==> config.mk <==
export PLATFORM = sky130hd
export DESIGN_NAME = pipe_ctrl
export DESIGN_NICKNAME = d
export VERILOG_FILES = /design/src/rtl/pipe_ctrl_pkg.sv /design/src/rtl/pipe_ctrl_div_timer.sv /design/src/rtl/pipe_ctrl.sv
export SDC_FILE = /design/constraint.sdc
export NUM_CORES = 1
export LEC_CHECK = 0
export ABC_CLOCK_PERIOD_IN_PS = 6000
export BUFFER_PORTS_ARGS = -buffer_cell sky130_fd_sc_hd__buf_2
export CORE_UTILIZATION = 45
export DETAILED_ROUTE_END_ITERATION = 8
export GPL_TIMING_DRIVEN = 0
export HOLD_SLACK_MARGIN = 0.15
export PLACE_DENSITY = 0.77
export SLEW_MARGIN = 15
export SYNTH_ARGS = -nofsm -noshare
export SYNTH_HDL_FRONTEND = slang
export SYNTH_SLANG_ARGS = --single-unit
==> constraint.sdc <==
create_clock -name clk -period 6 [get_ports clk]
set_input_delay 1.2 -clock clk [delete_from_list [all_inputs] [get_ports clk]]
set_output_delay 1.2 -clock clk [all_outputs]
set_load 0.05 [all_outputs]
==> src/rtl/pipe_ctrl_pkg.sv <==
// Shared definitions for the pipeline control unit: stall bit positions,
// stall encodings, FSM state encoding and the stall merge helper.
package pipe_ctrl_pkg;

  localparam int STALL_PC  = 0;
  localparam int STALL_IF  = 1;
  localparam int STALL_ID  = 2;
  localparam int STALL_EX  = 3;
  localparam int STALL_MEM = 4;
  localparam int STALL_WB  = 5;

  localparam logic Stop   = 1'b1;
  localparam logic NoStop = 1'b0;

  localparam logic [5:0] NoStall = 6'b000000;
  localparam logic [5:0] StallId = 6'b000111;
  localparam logic [5:0] StallEx = 6'b001111;

  // Wide enough for the largest legal divider timeout (255).
  localparam int DIV_CNT_W = 8;

  typedef enum logic [1:0] {
    ST_IDLE     = 2'd0,
    ST_MULTI    = 2'd1,
    ST_DIV_WAIT = 2'd2
  } state_e;

  // An EX hold already freezes PC/IF/ID, so it subsumes an ID request.
  function automatic logic [5:0] merge_stall(input logic sreq_ex, input logic sreq_id);
    logic [5:0] v;
    v = NoStall;
    if (sreq_ex == Stop) begin
      v = StallEx;
    end else if (sreq_id == Stop) begin
      v = StallId;
    end
    return v;
  endfunction

endpackage

==> src/rtl/pipe_ctrl_div_timer.sv <==
// Divider timeout counter: cleared when a divide starts, advanced once per
// waiting cycle, and flags the final permitted wait cycle.
module pipe_ctrl_div_timer
  import pipe_ctrl_pkg::*;
#(
  parameter int TIMEOUT = 40
) (
  input  logic                 clk,
  input  logic                 rst,
  input  logic                 i_clr,
  input  logic                 i_inc,
  output logic                 o_expired,
  output logic [DIV_CNT_W-1:0] o_count
);

  localparam logic [DIV_CNT_W-1:0] LastCount = DIV_CNT_W'(TIMEOUT - 1);

  logic [DIV_CNT_W-1:0] r_count;

  always_ff @(posedge clk or posedge rst) begin
    if (rst) begin
      r_count <= '0;
    end else if (i_clr) begin
      r_count <= '0;
    end else if (i_inc) begin
      r_count <= r_count + 1'b1;
    end
  end

  assign o_expired = (r_count == LastCount);
  assign o_count   = r_count;

endmodule

==> src/rtl/pipe_ctrl.sv <==
// Pipeline control: merges stage stall requests, sequences two-cycle multiply
// ops and the divider handshake with timeout, and counts PC stall cycles.
module pipe_ctrl
  import pipe_ctrl_pkg::*;
#(
  parameter int DIV_TIMEOUT = 40,
  parameter int CNT_W       = 32
) (
  input  logic             clk,
  input  logic             rst,
  input  logic             stallreq_id,
  input  logic             ex_multi_op,
  input  logic             ex_div_op,
  input  logic             ex_div_signed,
  input  logic             div_ready,
  output logic [5:0]       stall,
  output logic             ex_cycle,
  output logic             div_start,
  output logic             div_signed,
  output logic             ex_div_done,
  output logic             div_err,
  output logic [CNT_W-1:0] stall_cycles,
  output logic [1:0]       dbg_state
);

  // Divider handshake: div_start is a level held for the whole operation.
  // The divider's div_ready is only honoured in DIV_WAIT; the cycle it is
  // seen, EX captures the result (ex_div_done) and the EX hold is released.

  state_e r_state;
  state_e w_next_state;

  logic                 w_sreq_ex;
  logic                 w_div_start;
  logic                 w_ex_cycle;
  logic                 w_ex_div_done;
  logic                 w_div_err;
  logic                 w_tmr_clr;
  logic                 w_tmr_inc;
  logic                 w_tmr_expired;
  logic [DIV_CNT_W-1:0] w_tmr_count;
  logic [5:0]           w_stall;

  logic [CNT_W-1:0] r_stall_cycles;

  pipe_ctrl_div_timer #(
    .TIMEOUT (DIV_TIMEOUT)
  ) u_div_timer (
    .clk       (clk),
    .rst       (rst),
    .i_clr     (w_tmr_clr),
    .i_inc     (w_tmr_inc),
    .o_expired (w_tmr_expired),
    .o_count   (w_tmr_count)
  );

  always_ff @(posedge clk or posedge rst) begin
    if (rst) begin
      r_state <= ST_IDLE;
    end else begin
      r_state <= w_next_state;
    end
  end

  always_comb begin
    w_next_state  = r_state;
    w_sreq_ex     = NoStop;
    w_div_start   = 1'b0;
    w_ex_cycle    = 1'b0;
    w_ex_div_done = 1'b0;
    w_div_err     = 1'b0;
    w_tmr_clr     = 1'b0;
    w_tmr_inc     = 1'b0;
    case (r_state)
      ST_IDLE: begin
        if (ex_div_op) begin
          w_sreq_ex    = Stop;
          w_div_start  = 1'b1;
          w_tmr_clr    = 1'b1;
          w_next_state = ST_DIV_WAIT;
        end else if (ex_multi_op) begin
          w_sreq_ex    = Stop;
          w_next_state = ST_MULTI;
        end
      end
      ST_MULTI: begin
        w_ex_cycle   = 1'b1;
        w_next_state = ST_IDLE;
      end
      ST_DIV_WAIT: begin
        if (div_ready) begin
          w_div_start   = 1'b1;
          w_ex_div_done = 1'b1;
          w_next_state  = ST_IDLE;
        end else if (w_tmr_expired) begin
          // Abandon the divide; the exception path recovers the EX result.
          w_div_err    = 1'b1;
          w_next_state = ST_IDLE;
        end else begin
          w_div_start = 1'b1;
          w_sreq_ex   = Stop;
          w_tmr_inc   = 1'b1;
        end
      end
      default: begin
        w_next_state = ST_IDLE;
      end
    endcase
  end

  assign w_stall = merge_stall(w_sreq_ex, stallreq_id);

  // Outputs are forced low for the whole reset assertion, independent of inputs.
  assign stall       = rst ? NoStall : w_stall;
  assign ex_cycle    = ~rst & w_ex_cycle;
  assign div_start   = ~rst & w_div_start;
  assign div_signed  = ~rst & w_div_start & ex_div_signed;
  assign ex_div_done = ~rst & w_ex_div_done;
  assign div_err     = ~rst & w_div_err;
  assign dbg_state   = r_state;

  always_ff @(posedge clk or posedge rst) begin
    if (rst) begin
      r_stall_cycles <= '0;
    end else if (stall[STALL_PC] && (r_stall_cycles != {CNT_W{1'b1}})) begin
      r_stall_cycles <= r_stall_cycles + 1'b1;
    end
  end

  assign stall_cycles = r_stall_cycles;

endmodule
# [After elaboration in Yosys (flattened, before gate mapping)]
# Cells that the tools add are included.
[classes] addsub=2 mul=0 n_div=0 magnitude_cmp=0 eq_ne=6 shift=0 muxes=26 bitwise=6 n_reduce_logical=4
[op_table] operator="adder 32 x 1 -> 32 bit, second input constant" count=1
[op_table] operator="!= test 32 bit, second input constant" count=1
[op_table] operator="2-to-1 mux 8 bit" count=2
[op_table] operator="2-to-1 mux 1 bit" count=14
[op_table] operator="adder 8 x 1 -> 8 bit, second input constant" count=1
[op_table] operator="== test 8 x 6 -> 1 bit, second input constant" count=1
[op_table] operator="2-to-1 mux 2 bit" count=4
[op_table] operator="2-to-1 mux 6 bit" count=1
[op_table] operator="AND 1 bit" count=5
[op_table] operator="2-to-1 mux 4 bit" count=1
[op_table] operator="one-hot mux 1 bit (2 select lines)" count=2
[op_table] operator="one-hot mux 2 bit (2 select lines)" count=1
[op_table] operator="2-to-1 mux 3 bit" count=1
[op_table] operator="!= test 3 x 2 -> 1 bit, second input constant" count=1
[op_table] operator="!= test 3 bit, second input constant" count=1
[op_table] operator="== test 2 x 1 -> 1 bit, second input constant" count=1
[op_table] operator="== test 2 bit, second input constant" count=1
[op_table] operator="logical NOT 2 bit" count=1
[op_table] operator="AND reduction 2 bit" count=1
[op_table] operator="nonzero test 2 bit" count=1
[op_table] operator="logical AND 1 bit" count=1
[op_table] operator="NOT 1 bit" count=1
[totals] regBits=42 latchBits=0 ram_bits=0 mem_bits_ro=0 inputBits=7 out_inout_bits=45 mem_count=0

# [Longest topological paths before layout]
# Gate-level depths: netlist of the first run.
[logic_depth] word_depth=7 mapped_depth=9 depth_no_buf=7

# [By module]
# A second synthesis of the first run with hierarchy kept.
[unflattened] cells_unflattened=221 hier_area_um2=2282.2
[modules_own_cells] module="pipe_ctrl" n_inst=1 cells_per_inst=181 area_each_um2=1869.3 seq_area_each_um2=850.8
[modules_own_cells] module="pipe_ctrl_div_timer" n_inst=1 cells_per_inst=40 area_each_um2=412.9 seq_area_each_um2=200.2

# [Worst setup path before layout of the first run]
# No wires, ideal clock.
[synth_path] kind="input-to-output" startpoint="in rst" endpoint="out div_err" arrival_ns=2.890 required_time_ns=4.800 setup_slack_ns=1.910 cell_stages=3 path_cell_list="inv_1 nand2_1 nor2_1"
[synth_via] elab_chain_len=2
[synth_lines] element="start: declaration" line_no="pipe_ctrl.sv:10" source="input logic rst,"
[synth_lines] element="NOT 1 bit" line_no="pipe_ctrl.sv:119" source="assign div_err = ~rst & w_div_err;"
[synth_lines] element="AND 1 bit" line_no="pipe_ctrl.sv:119"
[synth_lines] element="end: declaration" line_no="pipe_ctrl.sv:21" source="output logic div_err,"
# No other way between the ends.

# [Final worst setup path of the first run]
[layout_path] startpoint="in div_ready" endpoint="out stall[1]"
[layout_via] elab_chain_len=4
[layout_lines] element="start: declaration" line_no="pipe_ctrl.sv:15" source="input logic div_ready,"
[layout_lines] element="2-to-1 mux 1 bit" line_no="pipe_ctrl.sv:91" source="if (div_ready) begin"
[layout_lines] element="one-hot mux 1 bit (2 select lines)" line_no="pipe_ctrl.sv:74" source="case (r_state)"
[layout_lines] element="2-to-1 mux 4 bit" line_no="pipe_ctrl_pkg.sv:32" source="if (sreq_ex == Stop) begin"
[layout_lines] element="2-to-1 mux 6 bit" line_no="pipe_ctrl.sv:114" source="assign stall = rst ? NoStall : w_stall;"
[layout_lines] element="end: declaration" line_no="pipe_ctrl.sv:16" source="output logic [5:0] stall,"
# No other way between the ends.

==> flow_metrics.tcl, run 1 <==
set metrics [dict create \
    antenna_left 0 \
    placementRows 24 \
    net-switching-power_mw 0.2898 \
    grt_util_all_layers_pct 19.19 \
    max_clk_rate_mhz 263.5 \
    arrival_time_worst_endpoint_ns 2.59 \
    min_path_cells 1 \
    hpwl_mm 3.201 \
    clk_pin_slew_ns 0.07 \
    cts.repair.resized 0 \
    fin_setup_tns_ns 0 \
    drtIter0Drc 99 \
    sw_frac_of_total_pct 38.15 \
    grt_pass1_vias 1581 \
    power.share.sequential_pct 46.3 \
    cp_data_required_time_ns 4.80 \
    io_buffers 49 \
    cts-htree-levels 2 \
    p_comb_share_pct 30.7 \
    share_of_synthesized_area_occupied_by_flip_flops_and_latches_pct 48.84 \
    clock_path_buffers 2 \
    floorplan.io_pins 52 \
    start_util_pct 48.10 \
    timing.final.ws_setup_ns 2.206 \
    layout.cells.most_common_list "buf_2, dfrtp_1, xnor2_1" \
    cts_buffers 5 \
    post_syn_area_per_cell_um2 10.71 \
    ys.flop_type "dfrtp_1" \
    post_route_cells_drive_above_1_share_pct 28.29 \
    critPathMaxFanout 8 \
    synth.cell_area_um2 2152 \
    post-route-drc-count 5 \
    viasPerCell 5.387 \
    crit_path_end_kind "output port" \
    timing.rr.start "dbg_state[0]" \
    ys_seq_elements 42 \
    hold_class "flop to flop" \
    flow.area_growth_from_synthesis_pct 19.36 \
    post-layout-total-power_mw 0.7597 \
    static-leakage-power_nw 1.271 \
    routed_wire_length_per_instance_um 14.16 \
    cts_tree "done" \
    multiInputGateArea_um2 1022 \
    die_width_um 71.16 \
    final_max_slew_viol_count 0 \
    clock-root-buffer "clkbuf_8" \
    full_die_area_um2 5063 \
    seqCellArea_um2 1051 \
    die_height_um 71.16 \
    final-setup-viol-count 0 \
    antenna_violations_before_repair 0 \
    worstSetupStartpointType "primary input" \
    setup.worst_path.start "div_ready" \
    asyncSetResetFlopFracSynth_pct 100.0 \
    synth_cell_types 37 \
    post-place-ws_ns 2.201 \
    outcome "complete, but fails checks" \
    synth_edf_count 0 \
    filler_cell_count 396 \
    cts_hold_buffers 0 \
    ir_worst_vdd_mv 0.2909 \
    post-cts-setup-buffer-count 0 \
    drt-total-wl_mm 4.389 \
    violations "design-rule violations" \
    hold_viol 0 \
    clock_power_share_pct 22.9 \
    max_cap_viols 0 \
    layout_min_cycle_time_ns 3.794 \
    r2r_end "stall_cycles[13]" \
    worstHoldEndpoint "stall_cycles[11]" \
    drtPass1Iterations 6 \
    coreArea_um2 4474 \
    commonest_non_fill_non_tap_cell_in_the_layout "buf_2" \
    number_of_vias_in_the_routed_layout 1670 \
    grt_start_max_net_pins 38 \
    skew_ns 0.006609 \
    grt-ovfl-total 0 \
    period_share_pct 63.24 \
    gp_congestion 0.7858 \
    min-delay-start "stall_cycles[11]" \
    diodes 0 \
    worstSetupPathType "primary input to output port" \
    powerDensity_nw_per_um2 295.8 \
    yosysWarnings 0 \
    worst-r2r-setup-slack_ns 3.86 \
    finish.net_count 268 \
    grt_pass1_wl_mm 7.583 \
    synthesized_instance_count 201 \
    rr_worst_depth 8 \
    clock_latency_reported_for_the_late_side_of_the_worst_skew_pair_ns 0.28 \
    tritoncts_num_sinks 42 \
    grt_setup_unrepaired "no" \
    cell_internal_pwr_mw 0.4699 \
]
==> metrics by stage <==
step | instances | hold slack [ns] | util (%) | instance area [um2]
2_1_floorplan | 202 | 0.4973 | - | 2156
4_1_cts | 310 | 0.4894 | 57.41 | 2569
5_1_grt | 310 | 0.5009 | 57.41 | 2569
3_5_place_dp | 304 | 0.4799 | 55.56 | 2486
6_report | 310 | 0.4895 | 57.41 | 2569
3_3_place_gp | 303 | 0.4742 | 55.12 | 2466
==> area by class of cell <==
| class | instances | area share, % |
|---|---|---|
| sequential | 42 | 40.92 |
| multi-input combinational | 148 | 39.80 |
| timing repair buffer | 50 | 10.33 |
| clock buffer | 6 | 3.215 |
| buffer | 10 | 2.923 |
| tap | 52 | 2.533 |
| inverter | 2 | 0.2923 |
==> sequential cells by signal (all words and copies together) (netlist names) <==
signal	count
u_div_timer.o_count	8
dbg_state	2
stall_cycles	32
==> worst max-delay path, cell delays in order <==
cell	delay, ns
buf_2	0.12
nor3b_4	0.30
a21bo_1	0.25
buf_6	0.14
a21oi_4	0.19
buf_4	0.13
buf_2	0.25
==> power groups by stage <==
stage	sequential [mW]	combinational, mW	clock, mW
2_1_floorplan	0.430	0.104	0
3_3_place_gp	0.356	0.229	0
3_5_place_dp	0.358	0.235	0
4_1_cts	0.352	0.236	0.180
5_1_grt	0.358	0.250	0.193
6_report	0.352	0.234	0.174
==> worst max path at each step <==
stage / to / slack [ns] / cells past startpoint
floorplan: div_err / 1.91 / 3
global placement: ex_div_done / 1.60 / 4
detailed placement: stall[2] / 2.20 / 7
CTS: stall[2] / 2.20 / 7
global route: stall[1] / 2.13 / 7
finish: stall[1] / 2.21 / 7
==> cell families after synthesis <==
| logic type | share of synthesized area [%] |
|---|---|
| compound gates | 4.826 |
| xor+xnor | 14.65 |
| fa+ha+maj | 1.163 |
| buf+inv | 3.837 |
| flops | 48.84 |
| mux | 0.9884 |
| other cells | 0.1743 |
| simple gates | 25.52 |
==> synth_stat cells (4+ instances only) <==
cell,count,area [um2]
xnor2_1,27,236.5
buf_4,4,30.03
dfrtp_1,42,1051
nand3_1,18,90.09
nand2_1,13,48.80
nor2_1,13,48.80
and2_1,5,31.28
xor2_1,9,78.83
a21oi_1,4,20.02
nand4_1,13,81.33
and4_1,5,43.79
and3_1,11,68.82
==> metal layers <==
metal	share of wire (%)	track usage [%]	vias to the layer above	wire length [um]
met3	5.2	4.416	4	230
met1	46	26.28	810	2039
li1	-	-	812	-
met5	0	0	-	0
met4	0.66	5.333	0	29
met2	48	30.69	44	2089
No activity file was read; power rests on OpenSTA's default activity.
==> inputs of run 2 (changes only) <==
--- a/config.mk
+++ b/config.mk
@@ -5,13 +5,13 @@
 export SDC_FILE = /design/constraint.sdc
 export NUM_CORES = 1
 export LEC_CHECK = 0
-export ABC_CLOCK_PERIOD_IN_PS = 6000
+export ABC_CLOCK_PERIOD_IN_PS = 3170
 export BUFFER_PORTS_ARGS = -buffer_cell sky130_fd_sc_hd__buf_2
 export CORE_UTILIZATION = 45
 export DETAILED_ROUTE_END_ITERATION = 8
 export GPL_TIMING_DRIVEN = 0
 export HOLD_SLACK_MARGIN = 0.15
-export PLACE_DENSITY = 0.77
+export PLACE_DENSITY = 0.8
 export SLEW_MARGIN = 15
 export SYNTH_ARGS = -nofsm -noshare
 export SYNTH_HDL_FRONTEND = slang
==> constraint.sdc (replaced) <==
create_clock -name clk -period 3.17 [get_ports clk]
set_input_delay 0.634 -clock clk [delete_from_list [all_inputs] [get_ports clk]]
set_output_delay 0.634 -clock clk [all_outputs]
set_load 0.05 [all_outputs]
==> run 2 against run 1 <==
Compared with the run above: the flow still finishes with violations (design-rule violations); sequential share of layout area fell by 0.14 points; clock power rose by 100%; setup slack worse by 1.7 ns; global-route usage is 0.23 points higher; register-to-register slack lost 2.8 ns; combinational power rose by 89%; routed wire length fell by 1.5%; clock skew is 0.0058 ns higher; highest routed layer unchanged.
==> flow_metrics.tcl, run 2 (synthesis gave the netlist of run 1 again) <==
set metrics [dict create \
    finished_core_util_pct 57.61 \
    arrival_time_worst_endpoint_ns 2.06 \
    hpwl_mm 3.213 \
    placedCellCount 304 \
    diodes 0 \
    stdcell_count 312 \
    hold_class "primary input to async pin" \
    viasPerCell 5.317 \
    post-route-drc-count 6 \
    tritoncts_num_sinks 42 \
    max_clk_rate_mhz 371.1 \
    static-leakage-power_nw 1.276 \
    grt_setup_unrepaired "no" \
    grt_pass1_wl_mm 7.624 \
    clock_path_buffers 2 \
    flow.area_growth_from_synthesis_pct 19.77 \
    commonest_non_fill_non_tap_cell_in_the_layout "buf_2" \
    cp_data_required_time_ns 2.54 \
    period_share_pct 85.01 \
    final_max_slew_viol_count 0 \
    drtPass1Iterations 6 \
    start_util_pct 48.10 \
    final-setup-viol-count 0 \
    grt-ovfl-total 0 \
    crit_path_end_kind "output port" \
    slowest_delay_ns 0.46 \
    critical_path.slowest_cell "dfrtp_1" \
    die_width_um 71.16 \
    drtIter0Drc 105 \
    critical_path.cell_chain "nor3b_4, a21bo_1, buf_6, a21oi_4, buf_4, buf_2" \
    routed_wire_length_per_instance_um 13.85 \
    layout_min_cycle_time_ns 2.695 \
    critPathMaxFanout 8 \
    number_of_vias_in_the_routed_layout 1659 \
    clock_latency_reported_for_the_late_side_of_the_worst_skew_pair_ns 0.30 \
    clock-root-buffer "clkbuf_8" \
    floorplan.io_pins 52 \
    worstSetupPathType "flop to output port" \
    grt_pass1_vias 1651 \
    cts_tree "done" \
    antenna_violations_before_repair 0 \
    skew_ns 0.01239 \
    largest_register_ffs 32 \
    worstSetupStartpointType "flop" \
    io_buffers 49 \
    finish.net_count 268 \
    post_route_cells_drive_above_1_share_pct 28.46 \
    coreArea_um2 4474 \
    cts_hold_buffers 0 \
    worst-r2r-setup-slack_ns 1.05 \
    cts_buffers 5 \
    rr_worst_depth 8 \
    powerDensity_nw_per_um2 567.1 \
    gp_congestion 0.8262 \
    die_height_um 71.16 \
    outcome "complete, but fails checks" \
    placementRows 24 \
    max_cap_viols 0 \
    clk_pin_slew_ns 0.08 \
    violations "design-rule violations" \
    antenna_left 0 \
    layout.cells.most_common_list "buf_2, dfrtp_1, xnor2_1" \
    full_die_area_um2 5063 \
    post-cts-setup-buffer-count 0 \
    ir_worst_vdd_mv 0.6040 \
    hold_viol 0 \
    cts.repair.resized 0 \
    grt_start_max_net_pins 27 \
    drt-total-wl_mm 4.321 \
    cts-htree-levels 2 \
    grt_util_all_layers_pct 19.42 \
]
[run 2: cell type report]
type | count | area, um2
fillers | 387 | 1897
flip-flops and latches | 42 | 1051
multi-input cells | 148 | 1022
repair buffers | 50 | 265.3
clock buffers | 7 | 86.33
plain buffers | 10 | 75.07
well taps | 52 | 65.06
inverters | 2 | 7.507
clock inverters | 1 | 5.005
[run 2: worst paths after layout]
path                                        from                endpoint
max in group asynchronous                    rst         stall_cycles[5]
worst min-delay path                         rst  u_div_timer.o_count[5]
worst min register to register  stall_cycles[11]        stall_cycles[11]
worst max-delay path                dbg_state[0]                stall[2]
min in group clk                stall_cycles[11]        stall_cycles[11]
worst max register to register      dbg_state[0]         stall_cycles[4]
[run 2: report_power, final]
part | internal [mW] | switching [mW] | leakage, nW
registers | 0.592 | 0.0752 | 0.572
clock network | 0.176 | 0.176 | 0.0482
logic | 0.130 | 0.312 | 0.655
total | 0.898 | 0.564 | 1.28
[run 2: worst max-delay path: cells and delay by family (launching register included)]
kind,cells,cell delay [ns]
buf+inv,3,0.52
flops,1,0.46
compound gates,2,0.44
simple gates,1,0.35
[run 2: per-layer routing]
layer	part of all wire, %	up-vias	GRT usage (%)
met2	46	52	29.95
met1	46	785	25.95
li1	-	815	-
met3	6.1	7	5.413
met5	0	-	0
met4	1.3	0	7.778
[run 2: stage by stage]
stage	instance area, um2	setup slack [ns]	hold slack, ns	power [mW]	TNS [ns]
final	2577	0.4752	0.4020	1.462	0
after global routing	2577	0.3643	0.4293	1.544	0
after CTS	2577	0.4607	0.4018	1.477	0
after detailed placement	2486	0.5292	0.4794	1.119	0
after global placement	2466	-0.08142	0.4713	1.107	-0.08910
after floorplan	2156	0.2055	0.4973	1.012	0
==> inputs of run 3 (changes only) <==
--- a/config.mk
+++ b/config.mk
@@ -12,6 +12,7 @@
 export GPL_TIMING_DRIVEN = 0
 export HOLD_SLACK_MARGIN = 0.15
 export PLACE_DENSITY = 0.8
+export RECOVER_POWER = 25
 export SLEW_MARGIN = 15
 export SYNTH_ARGS = -nofsm -noshare
 export SYNTH_HDL_FRONTEND = slang
==> run 3 against run 2 <==
Compared with the run above: the flow still finishes with violations (design-rule violations); global-route usage unchanged; hold slack better by 0.092 ns; non-clock buffer count is the same; final cell count unchanged; final area is 0.68% lower; setup slack lost 0.0044 ns; critical path depth did not move; sequential share of layout area rose by 0.28 points; sequential cell count unchanged; largest cell class unchanged; largest power group unchanged.
==> flow_metrics.tcl, run 3 (synthesis gave the netlist of run 1 again) <==
set metrics [dict create \
    cts.repair.resized 0 \
    layout_min_cycle_time_ns 2.699 \
    stdcell_area_um2 2560 \
    post-cts-setup-buffer-count 0 \
    sw_frac_of_total_pct 38.59 \
    routed_wire_length_per_instance_um 13.78 \
    stdcell_count 312 \
    crit_path_end_kind "output port" \
    critical_path.slowest_cell "dfrtp_1" \
    placementRows 24 \
    diodes 0 \
    hold_class "flop to flop" \
    rr_worst_depth 8 \
    grt_setup_unrepaired "no" \
    outcome "complete, but fails checks" \
    largest_register_ffs 32 \
    antenna_left 0 \
    clock_latency_reported_for_the_late_side_of_the_worst_skew_pair_ns 0.30 \
    drt-total-wl_mm 4.299 \
    tritoncts_num_sinks 42 \
    max_cap_viols 0 \
    antenna_violations_before_repair 0 \
    timing.final.ws_setup_ns 0.4708 \
    skew_ns 0.01239 \
    clock_power_share_pct 24.1 \
    ir_worst_vdd_mv 0.6041 \
    post-route-drc-count 6 \
    min_path_cells 1 \
    met1_usage_pct 25.95 \
    cts_tree "done" \
    power.share.sequential_pct 45.7 \
    die_height_um 71.16 \
    placedCellCount 304 \
    violations "design-rule violations" \
    layout.cells.most_common_list "buf_2, dfrtp_1, xnor2_1" \
    critPathMaxFanout 8 \
    cts_buffers 5 \
    hold_viol 0 \
    cts_hold_buffers 0 \
    floorplan.io_pins 52 \
    critical_path.cell_chain "nor3b_4, a21bo_1, buf_6, a21oi_4, buf_4, buf_2" \
    path_depth 6 \
    commonest_non_fill_non_tap_cell_in_the_layout "buf_2" \
    viasPerCell 5.333 \
    full_die_area_um2 5063 \
    arrival_time_worst_endpoint_ns 2.07 \
    clock_path_buffers 2 \
    worstSetupStartpointType "flop" \
    final_max_slew_viol_count 0 \
    grt_use_met2_pct 29.95 \
    period_share_pct 85.15 \
    critical-path-top-delay-family "buffers and inverters" \
    flow.area_growth_from_synthesis_pct 18.95 \
    drtPass1Iterations 6 \
    cell_internal_pwr_mw 0.8952 \
    grt_pass1_vias 1651 \
    clock-root-buffer "clkbuf_8" \
    finish.net_count 268 \
    start_util_pct 48.10 \
    gp_congestion 0.8262 \
    number_of_vias_in_the_routed_layout 1664 \
    static-leakage-power_nw 1.266 \
    relSlewSlack_pct 12.49 \
    worstSetupPathType "flop to output port" \
    grt_met3_usage_pct 5.413 \
    coreArea_um2 4474 \
    grt_util_all_layers_pct 19.42 \
    cts-htree-levels 2 \
    net-switching-power_mw 0.5627 \
    cp_data_required_time_ns 2.54 \
    grt_pass1_wl_mm 7.624 \
    post_route_cells_drive_above_1_share_pct 27.31 \
    worst_hold_slack_ns 0.4937 \
    fin_setup_tns_ns 0 \
    placedInstanceArea_um2 2486 \
    die_width_um 71.16 \
    post-place-ws_ns 0.5292 \
    busiest_layer "met2" \
    slowest_delay_ns 0.46 \
    timing.critical_path.buf_inv 3 \
    hpwl_mm 3.213 \
    io_buffers 49 \
    p_comb_share_pct 30.1 \
    max_clk_rate_mhz 370.5 \
    clk_pin_slew_ns 0.07 \
    final-setup-viol-count 0 \
    drtIter0Drc 103 \
    worst_pin_slew_ns 1.313 \
    grt_start_max_net_pins 27 \
    powerDensity_nw_per_um2 569.5 \
    grt-ovfl-total 0 \
]
-- run 3: stage by stage --
| stage | utilization (%) | power (mW) |
|---|---|---|
| after floorplan | - | 1.012 |
| after global placement | 55.12 | 1.107 |
| after detailed placement | 55.56 | 1.119 |
| after CTS | 57.61 | 1.477 |
| after global routing | 57.21 | 1.541 |
| final | 57.21 | 1.458 |
-- run 3: layout make-up --
type,instances,area (um2)
clock inverter,1,5.005
sequential,42,1051
inverter,2,7.507
timing repair buffer,50,247.7
tap,52,65.06
buffer,10,75.07
multi-input combinational,148,1022
fill,390,1914
clock buffer,7,86.33
-- run 3: per-layer routing --
layer  wire (um)  vias up
met5           0        -
li1            -      816
met4          57        0
met2        2007       50
met1        1979      791
met3         254        7
-- run 3: final timing paths --
kind                                   from                      to  slack [ns]
max                            dbg_state[0]                stall[2]        0.47
min                        stall_cycles[16]        stall_cycles[16]        0.49
min in group asynchronous               rst  u_div_timer.o_count[5]        0.58
max in group asynchronous               rst         stall_cycles[5]        0.94
min reg2reg                stall_cycles[16]        stall_cycles[16]        0.49
max reg2reg                    dbg_state[0]         stall_cycles[4]        1.04
-- run 3: power by group through the flow --
| stage | Clock (mW) | Sequential [mW] | Combinational (mW) |
|---|---|---|---|
| floorplan | 0 | 0.814 | 0.198 |
| global placement | 0 | 0.673 | 0.434 |
| detailed placement | 0 | 0.674 | 0.445 |
| CTS | 0.364 | 0.667 | 0.446 |
| global route | 0.392 | 0.680 | 0.469 |
| finish | 0.352 | 0.666 | 0.439 |
